===== src/rtl/morse_decoder_pkg.sv =====
// Shared Morse timing constants, FSM state encoding and the per-character
// symbol accumulator type.
package morse_decoder_pkg;

    // Durations are counted in Morse units (ticks of the prescaler).
    localparam logic [2:0] DASH_UNITS     = 3'd2;
    localparam logic [2:0] CHAR_GAP_UNITS = 3'd3;
    localparam logic [2:0] WORD_GAP_UNITS = 3'd7;
    localparam logic [2:0] DUR_MAX        = 3'd7;
    localparam logic [2:0] MAX_SYMBOLS    = 3'd5;
    localparam logic [7:0] ASCII_SPACE    = 8'h20;

    typedef enum logic [1:0] {
        ST_IDLE,
        ST_MARK,
        ST_SPACE,
        ST_WORD_GAP
    } state_t;

    // Symbols left-aligned, MSB first: dot = 0, dash = 1.
    typedef struct packed {
        logic [4:0] pattern;
        logic [2:0] length;
        logic       overflow;
    } char_buf_t;

endpackage


===== src/rtl/morse_to_ascii_lut.sv =====
// Combinational International Morse lookup: left-aligned pattern plus length
// to uppercase ASCII letter or digit.
module morse_to_ascii_lut (
    input  logic [4:0] pattern,
    input  logic [2:0] length,
    output logic [7:0] ascii,
    output logic       valid
);

    always_comb begin
        // NOTE: every output gets a default before the case so no path can infer a latch.
        ascii = 8'h00;
        valid = 1'b1;
        case ({length, pattern})
            {3'd2, 5'b01000}: ascii = "A";
            {3'd4, 5'b10000}: ascii = "B";
            {3'd4, 5'b10100}: ascii = "C";
            {3'd3, 5'b10000}: ascii = "D";
            {3'd1, 5'b00000}: ascii = "E";
            {3'd4, 5'b00100}: ascii = "F";
            {3'd3, 5'b11000}: ascii = "G";
            {3'd4, 5'b00000}: ascii = "H";
            {3'd2, 5'b00000}: ascii = "I";
            {3'd4, 5'b01110}: ascii = "J";
            {3'd3, 5'b10100}: ascii = "K";
            {3'd4, 5'b01000}: ascii = "L";
            {3'd2, 5'b11000}: ascii = "M";
            {3'd2, 5'b10000}: ascii = "N";
            {3'd3, 5'b11100}: ascii = "O";
            {3'd4, 5'b01100}: ascii = "P";
            {3'd4, 5'b11010}: ascii = "Q";
            {3'd3, 5'b01000}: ascii = "R";
            {3'd3, 5'b00000}: ascii = "S";
            {3'd1, 5'b10000}: ascii = "T";
            {3'd3, 5'b00100}: ascii = "U";
            {3'd4, 5'b00010}: ascii = "V";
            {3'd3, 5'b01100}: ascii = "W";
            {3'd4, 5'b10010}: ascii = "X";
            {3'd4, 5'b10110}: ascii = "Y";
            {3'd4, 5'b11000}: ascii = "Z";
            {3'd5, 5'b11111}: ascii = "0";
            {3'd5, 5'b01111}: ascii = "1";
            {3'd5, 5'b00111}: ascii = "2";
            {3'd5, 5'b00011}: ascii = "3";
            {3'd5, 5'b00001}: ascii = "4";
            {3'd5, 5'b00000}: ascii = "5";
            {3'd5, 5'b10000}: ascii = "6";
            {3'd5, 5'b11000}: ascii = "7";
            {3'd5, 5'b11100}: ascii = "8";
            {3'd5, 5'b11110}: ascii = "9";
            default:          valid = 1'b0;
        endcase
    end

endmodule


===== src/rtl/morse_decoder.sv =====
// Morse key decoder: synchronizes the key, times marks and spaces in units,
// and emits decoded characters, word spaces or error pulses.
module morse_decoder
    import morse_decoder_pkg::*;
#(
    parameter int CLKS_PER_UNIT = 2_500_000
) (
    input  logic       i_Clk,
    input  logic       i_Reset,
    input  logic       i_Key,
    output logic [7:0] o_ASCII,
    output logic       o_DV,
    output logic       o_Error
);

    localparam int PW = (CLKS_PER_UNIT > 1) ? $clog2(CLKS_PER_UNIT) : 1;
    localparam logic [PW-1:0] PRESCALE_LAST = PW'(CLKS_PER_UNIT - 1);

    logic          key_meta, key_sync, key_prev;
    logic [PW-1:0] prescale;
    logic [2:0]    dur;
    state_t        state;
    char_buf_t     chr;
    logic [7:0]    lut_ascii;
    logic          lut_valid;

    logic          key_edge, rise, fall, tick;
    logic          is_dash, char_end, word_end;
    logic [2:0]    dur_eff;

    morse_to_ascii_lut u_lut (
        .pattern (chr.pattern),
        .length  (chr.length),
        .ascii   (lut_ascii),
        .valid   (lut_valid)
    );

    assign key_edge = key_sync ^ key_prev;
    assign rise     = key_edge & key_sync;
    assign fall     = key_edge & ~key_sync;
    assign tick     = (prescale == PRESCALE_LAST);

    // Duration including a tick landing in this very cycle, so an edge that
    // coincides with a unit boundary sees the full unit count.
    assign dur_eff  = (tick && dur != DUR_MAX) ? dur + 3'd1 : dur;
    assign is_dash  = (dur_eff >= DASH_UNITS);
    assign char_end = tick && (dur_eff == CHAR_GAP_UNITS);
    assign word_end = tick && (dur_eff == WORD_GAP_UNITS);

    always_ff @(posedge i_Clk) begin
        if (i_Reset) begin
            key_meta <= 1'b0;
            key_sync <= 1'b0;
            key_prev <= 1'b0;
            prescale <= '0;
            dur      <= '0;
            state    <= ST_IDLE;
            chr      <= '0;
            o_ASCII  <= 8'h00;
            o_DV     <= 1'b0;
            o_Error  <= 1'b0;
        end else begin
            // NOTE: non-blocking assignments keep every register sampling pre-edge values.
            key_meta <= i_Key;
            key_sync <= key_meta;
            key_prev <= key_sync;

            prescale <= (key_edge || tick) ? '0 : prescale + PW'(1);

            if (key_edge)
                dur <= '0;
            else if (tick && dur != DUR_MAX)
                dur <= dur + 3'd1;

            o_ASCII <= 8'h00;
            o_DV    <= 1'b0;
            o_Error <= 1'b0;

            case (state)
                ST_IDLE: begin
                    if (rise)
                        state <= ST_MARK;
                end
                ST_MARK: begin
                    if (fall) begin
                        if (chr.length == MAX_SYMBOLS) begin
                            chr.overflow <= 1'b1;
                        end else begin
                            chr.pattern[3'd4 - chr.length] <= is_dash;
                            chr.length <= chr.length + 3'd1;
                        end
                        state <= ST_SPACE;
                    end
                end
                ST_SPACE: begin
                    if (char_end) begin
                        if (!chr.overflow && lut_valid) begin
                            o_DV    <= 1'b1;
                            o_ASCII <= lut_ascii;
                        end else begin
                            o_Error <= 1'b1;
                        end
                        chr   <= '0;
                        state <= rise ? ST_MARK : ST_WORD_GAP;
                    end else if (rise) begin
                        state <= ST_MARK;
                    end
                end
                ST_WORD_GAP: begin
                    if (word_end) begin
                        o_DV    <= 1'b1;
                        o_ASCII <= ASCII_SPACE;
                        state   <= rise ? ST_MARK : ST_IDLE;
                    end else if (rise) begin
                        state <= ST_MARK;
                    end
                end
                default: state <= ST_IDLE;
            endcase
        end
    end

endmodule


===== config.mk =====
export PLATFORM = sky130hd
export DESIGN_NAME = morse_decoder
export DESIGN_NICKNAME = d
export VERILOG_FILES = /design/src/rtl/morse_decoder_pkg.sv /design/src/rtl/morse_to_ascii_lut.sv /design/src/rtl/morse_decoder.sv
export SDC_FILE = /design/constraint.sdc
export NUM_CORES = 1
export LEC_CHECK = 0
export ABC_CLOCK_PERIOD_IN_PS = 3100
export CORE_MARGIN = 4
export CORE_UTILIZATION = 45
export CTS_CLUSTER_SIZE = 28
export DETAILED_ROUTE_END_ITERATION = 6
export SLEW_MARGIN = 40
export SYNTH_ARGS = -nofsm -noshare
export SYNTH_HDL_FRONTEND = slang
export SYNTH_SLANG_ARGS = --single-unit

===== constraint.sdc =====
create_clock -name i_Clk -period 3.1 [get_ports i_Clk]
set_input_delay 0.31 -clock i_Clk [delete_from_list [all_inputs] [get_ports i_Clk]]
set_output_delay 0.31 -clock i_Clk [all_outputs]
set_load 0.02 [all_outputs]

==> flow_results.org <==
** Clock network
- Clock edge transition at the registers on the reported setup and hold paths :: 0.09 ns
- In this run, post-CTS repair resized a total of 0 instances.
- Htree depth :: 2
- The tree built by TritonCTS fans out to 48 sinks.
- In this run, CTS created clock tree buffers numbering 5.
- Insertion delay to the later sink of the worst-skew pair :: 0.30 ns
- The clock passes through at most 2 buffers.
- In this run the clock root is driven by a clkbuf_8.
- Hold buffer count at CTS :: 0
- Number of buffers inserted to repair setup after CTS :: 0
- CTS tree :: done

** Yosys
- Top cell type's share of synthesized area :: 35.1%
- In this run, synthesis inferred 0 flip-flops with an integrated enable.
- The biggest area contributor in the post-synthesis netlist is dfxtp_1.
- Register bit count reported by yosys :: 48
- Yosys warns :: 0
- After synthesis, the share of flip-flops with an asynchronous set or reset is 0%.
- Synthesis instantiated 61 different standard cells from the library.
- In the synthesized netlist the dominant register cell turns out to be dfxtp_1.
- The share of the Yosys chip area taken by registers is 35.1%.
- Each instance of the synthesized netlist takes up on average 8.21 µm².
- In this run the cell area of the synthesized design comes to 2730 µm².
- The cell count after synthesis came out at 333.
- When the netlist entered floorplanning its net count stood at 344.
- By area the synthesized netlist is led by dfxtp_1 (35%), nor2_1 (6.6%), xor2_1 (4.2%).

** Floorplan
- The die is 85.9 µm wide.
- Measured along the y axis, the die boundary spans 85.9 µm.
- Area of the die :: 7390 µm²
- The initial utilization of the core area, before any placement, comes to 46.2%.
- Std-Cell Core Area :: 5920 µm²
- 13 I/O pins were placed.
- Row Count :: 28

** Global routing
- Maximum number of pins on one net before global-route repair :: 26
- Total routing resource utilization after global routing :: 17.4%
- The number of global-route vias before repair came to 2141.
- Number of antenna violations at the first check in global routing :: 0
- The first global-routing pass estimated 10400 µm of wire.
- Global routing finished with a remaining overflow of 0.

** Pwr
- P_leak :: 1.01 nW
- Power spread over the standard cell area amounts to 396 nW/µm².
- VDD sags by at most 0.308 mV.

** Place
- Detailed placement ended at an HPWL of 4210 µm.
- Routability cong. :: 0.860
- Total of buffers placed on input and output ports :: 11
- Once placement completed, the tool counted placed cells totaling 405.

** Flow run
- Max-cap violations in this run came to 0.

** Final layout
- Final-stage net count :: 348
- Relative to the synthesized area, the layout overhead comes to 10.8%.
- Cells with a size suffix above 1 make up 8.28% of the layout.
- The library cell used most frequently in the layout, excluding fill and tap cells, is nor2_1.
- The filler cells instantiated in the layout total 590.
- Share of the core filled with cells in the final layout :: 51.2%
- After the flow finishes, the layout carries non-filler instances totaling 413.
- Antenna diodes :: 0
- Leading cell types in the layout, fill and taps excluded :: nor2_1 (48), dfxtp_1 (47), nand2_1 (22)

** Routing
- In this run, the number of DRC markers left after iteration 0 of detailed routing was 261.
- The final route contains 2372 vias.
- The routed design has 5960 µm of wire.
- The first TritonRoute pass finished after 5 iterations.
- Antenna-violating nets left :: 0
- Dividing the detail-routed via count by the number of cells gives 5.74.
- Routed length per instance :: 14.4 µm
- After detailed routing, the number of remaining DRC violations is 0.

** Setup path
- Traced cell by cell, the critical path runs through nor2b_1 > buf_4 > nand4_1 > a211oi_1 > nor3_1 > a211o_1 > o21ba_2.
- Kind of critical path :: reg -> reg
- Type of element launching the critical path :: register
- Number of buffers and inverters on the critical path :: 1
- Required time of the critical path :: 3.35 ns
- Maximum cell stage delay along the critical path :: 0.71 ns
- For this design, the slowest cell found on the critical path is dfxtp_1.
- CP Max Fanout :: 16
- Kind of cell with the highest combined delay on the critical path :: compound AO/OA/AOI/OAI gates
- CP arrival :: 2.58 ns
- STA classifies the critical path endpoint as a register.

** STA
- Slew of the pin with the lowest slew margin :: 0.658 ns
- The count of final hold-check violations came to 0.
- Maximum clock skew at final layout :: 0.00653 ns
- Timing would allow up to 0.429 GHz.
- Fraction of the cycle the final worst path needs :: 75.2%
- Aggregate negative setup slack :: 0 ns
- Final number of max-transition violations :: 0
- Setup violations remaining at the end of the flow were counted as 0.
- Max_slew headroom :: 56.0%
- Setup repair after global routing left no endpoint under its margin.
- For the finished layout, the period the worst path requires is 2.33 ns.

** Worst hold path
- The min-delay analysis places its worst path in the category reg -> reg.

** Status
- Status :: complete, no violations
-- cell type report --
type	count	area (µm²)	area share, %
Clock buffer	5	68.8	2.27
Clock inverter	3	68.8	2.27
Inverter	14	52.6	1.73
Multi-Input combinational cell	253	1640	54.2
Sequential cell	48	962	31.8
Tap cell	75	93.8	3.10
Timing Repair Buffer	15	140	4.63
-- report_power, final --
part	switching [mW]	internal (mW)	total, mW
clock	0.216	0.325	0.540
combinational	0.0189	0.0122	0.0311
sequential	0.00536	0.622	0.627
total	0.240	0.959	1.20
-- synth_stat cells (all sizes together), types with 2 or more instances --
cell type and n:
nor2 48, xor2 13, nor2b 8, dfxtp 48
o211ai 3, nor4 2, o31ai 3, o22ai 5
xnor2 12, or2 2, or4 3, a211o 2
o32ai 3, nor3 7, nor3b 2, mux2i 5
and2 3, and3 3, nor4b 3, a32o 2
ha 8, o21ai 9, a21oi 15, mux2 2
clkbuf 11, a31oi 6, and4 2, nand4 8
buf 7, inv 14, a22oi 2, nand3b 6
nand3 19, a211oi 5, and3b 2, and4b 2
nand2b 3, nor4bb 3, nand2 23
-- worst register-to-register path, cell delays in order (launching register included) --
cell      delay [ns]
dfxtp_1         0.71
nor2b_1         0.21
buf_4           0.19
nand4_1         0.12
a211oi_1        0.33
nor3_1          0.15
a211o_1         0.34
o21ba_2         0.24
-- metrics by stage --
stage	cell area, µm²	total power, mW	worst slack [ns]	hold slack, ns
after floorplan	2730	0.664	0.877	0.414
final	3030	1.20	0.768	0.448
after global placement	2890	0.672	0.778	0.431
after global routing	3030	1.24	0.585	0.467
after CTS	3030	1.21	0.699	0.456
after detailed placement	2890	0.673	0.716	0.438
-- state kept, by name, summed over array words and instances, names as in the netlist --
signal    count
prescale     22
chr           9
o_ASCII       7
dur           3
state         2
key_meta      1
key_prev      1
key_sync      1
o_DV          1
o_Error       1
-- logic make-up (layout without fill, tap and decap cells) --
family                     Yosys count  count (layout)  synth area share [%]
other                                1               1                 0.137
adders and majority gates            8               8                  3.66
xor gates and xnor gates            25              25                  8.01
DFF                                 48              48                  35.1
muxes                                7               7                  2.65
AOI/OAI and AO/OA                   61              61                  15.0
and+or+nand+nor                    151             151                  30.6
buffers and inverters               32              37                  4.76
-- layer usage --
| layer | GRT usage [%] | up-vias | share of wire [%] |
|---|---|---|---|
| met5 | 0 | - | 0 |
| met4 | 4.89 | 0 | 1.3 |
| met3 | 3.46 | 8 | 5.3 |
| met2 | 25.6 | 83 | 44 |
| met1 | 25.6 | 1096 | 50 |
| li1 | - | 1185 | - |
-- path summary, 6_finish.rpt --
kind	from	to	slack, ns	cells after the start
setup / recovery	chr[3]	o_ASCII[1]	0.77	7
hold / removal	key_meta	key_sync	0.45	1
setup reg to reg	chr[3]	o_ASCII[1]	0.77	7
hold reg to reg	key_meta	key_sync	0.45	1
Power figures use the tool's default switching activity.
==> variant (config.mk and constraints unchanged) <==
Set the parameter `CLKS_PER_UNIT` to 1_250_000 (it was 2_500_000).
--- a/src/rtl/morse_decoder.sv
+++ b/src/rtl/morse_decoder.sv
@@ -3,7 +3,7 @@
 module morse_decoder
     import morse_decoder_pkg::*;
 #(
-    parameter int CLKS_PER_UNIT = 2_500_000
+    parameter int CLKS_PER_UNIT = 1_250_000
 ) (
     input  logic       i_Clk,
     input  logic       i_Reset,
Formal check against the unedited RTL: no difference found for any inputs over 10 cycles, from zero or initial values and one cycle with i_Reset high; that may be too few to reach the edited logic, so the function may still have changed.
==> variant against the original RTL <==
Final area is essentially flat. Area after synthesis rose by 1.3%. Sequential cell count down 1. Wire length increased by 2.4%. Sequential share of layout area fell by 0.68 points. Largest power group unchanged. Worst setup slack got worse by 0.32 ns. Power shrank 10%. Global-route usage shrank 0.24 points. Synthesized cell count is 6.9% higher. Highest routed layer unchanged.
==> variant: results (changes against the original RTL) <==
Synth
  • Distinct cells, synth: 51 (-16%)
  • Synth Area in Compound Gates: 14.3% (-0.69 points)
  • Synth cell count leaders: 49 x nor2_1, 47 x dfxtp_1, 23 x nand2_1
  • Syn nets: 367 (+6.7%)
  • Synth Flop Type: dfxtp_1
  • Sequential element share of the synthesized area: 34.0% (-1.2 points)
  • Post-synthesis mux area share: 1.81% (-0.85 points)
  • Adder-Cell Fraction of Synth Area: 3.61% (-0.048 points)
  • Yosys warning total: 0 (unchanged)
  • Synth Area in XOR/XNOR: 6.96% (-1.1 points)
  • Synth area leaders: dfxtp_1 34%, nor2_1 6.6%, xor2_1 3.8%

Clock tree
  • CTS clk-pin slew, worst paths: 0.08 ns
  • Clk_lat worst skew: 0.29 ns
  • Clock Tree Root: clkbuf_8
  • H-Tree Depth: 2 (unchanged)
  • CTS buffer count: 5 (unchanged)
  • Postcts setup bufs: 0 (unchanged)
  • Post-cts resize count: 0 (unchanged)

Timing
  • Clock Skews: 0.00281 ns (-0.00372 ns)
  • Tightest Pin Transition: 0.807 ns (+0.149 ns)
  • F_max: 0.377 GHz (-12%)

Global route
  • Initial antenna violation count: 0 (unchanged)
  • Number of global-route vias before repair: 2,310 (+7.9%)
  • GRT Util Overall: 17.2% (-0.24 points)
  • Largest net degree at the start of global routing: 25 (-3.8%)
  • First-pass GRT wire length: 10,600 um (+1.5%)

Drt
  • Via Count: 2,466 (+4.0%)
  • Detailed Route Iter0 Violations: 152 (-42%)
  • Wire per inst: 14.1 um (-2.3%)
  • DRC Markers: 0 (unchanged)
  • First-pass iteration count of the detailed router: 4 (-1)

Finish
  • Share of cells above drive strength 1: 5.03% (-3.3 points)
  • Layout fillers: 619 (+4.9%)
  • Largest regs: prescale: 21 flops, chr: 9 flops, o_ASCII: 7 flops

Setup path
  • Crit-path max cell delay: 0.52 ns (-0.19 ns)
  • Register-to-Register Path Depth: 8 (+1)
  • R2r setup slk: 0.45 ns (-0.32 ns)
  • Worst endpoint data arrival time: 2.88 ns (+0.30 ns)
  • Critical Path End: o_ASCII[2]
  • Slowest CP cell: or4b_4
  • Critical Path Source: dur[0]
  • Worst-path fanout max: 5 (-11)

Placed design
  • Port bufs: 11 (unchanged)
  • GPL Wtd Cong: 0.890 (+3.5%)
  • DPL Wire Length: 4310 um (+2.4%)

Hold path
  • Path type of the worst min-delay path: flop to flop

Run status
  • Status: completed

Power and ir drop
  • Worst vdd ir: 0.000267 V (-13%)
  • Leak: 1.02 nW (+1.0%)
## variant: logic make-up (layout without fill, tap and decap cells)
logic type | after synthesis | count (layout)
simple gates | 175 | 175
xor+xnor | 22 | 22
mux | 5 | 5
fa+ha+maj | 8 | 8
other cells | 1 | 1
compound gates | 64 | 64
buf+inv | 34 | 36
flops | 47 | 47
## variant: where the power goes
group	switching, mW	total [mW]	internal, mW
logic	0.0204	0.0323	0.0120
clock network	0.194	0.430	0.237
registers	0.00480	0.614	0.609
## variant: per-stage QoR
stage | cells | setup WS, ns | total power, mW | utilization [%] | area [sq um]
2_1_floorplan | 356 | 0.703 | 0.651 | - | 2770
3_3_place_gp | 426 | 0.569 | 0.660 | 49.1 | 2920
3_5_place_dp | 426 | 0.472 | 0.660 | 49.1 | 2920
4_1_cts | 433 | 0.440 | 1.09 | 50.8 | 3030
5_1_grt | 433 | 0.254 | 1.13 | 50.8 | 3030
6_report | 433 | 0.445 | 1.08 | 50.8 | 3030
## variant: per-layer routing
layer  track usage (%)  vias to the layer above  wire length [um]
li1                  -                     1280                 -
met1              22.2                     1119              2820
met5                 0                        -                 0
met2              29.4                       59              2890
met4              4.67                        0                97
met3              2.95                        8               301
## variant: worst min path at each step
stage	startpoint	endpoint	slack, ns	cells after the start
after detailed placement	key_meta	key_sync	0.43	1
after global placement	key_meta	key_sync	0.42	1
final	key_meta	key_sync	0.44	1
after floorplan	key_meta	key_sync	0.41	1
after CTS	key_meta	key_sync	0.45	1
after global routing	key_meta	key_sync	0.47	1
## variant: final cells by class
cell class / instances / share of cell area (%)
flip-flops and latches: 47 / 31.1
inverters: 12 / 1.49
clock buffers: 6 / 2.40
multi-input cells: 275 / 55.8
clock inverters: 1 / 0.992
repair buffers: 17 / 5.13
well taps: 75 / 3.10
## variant: critical path: cells and delay by family, from the launching register on
kind	cells	cell delay, ns
compound gates	2	0.40
fa+ha+maj	2	0.42
flops	1	0.40
mux	1	0.25
simple gates	3	1.12
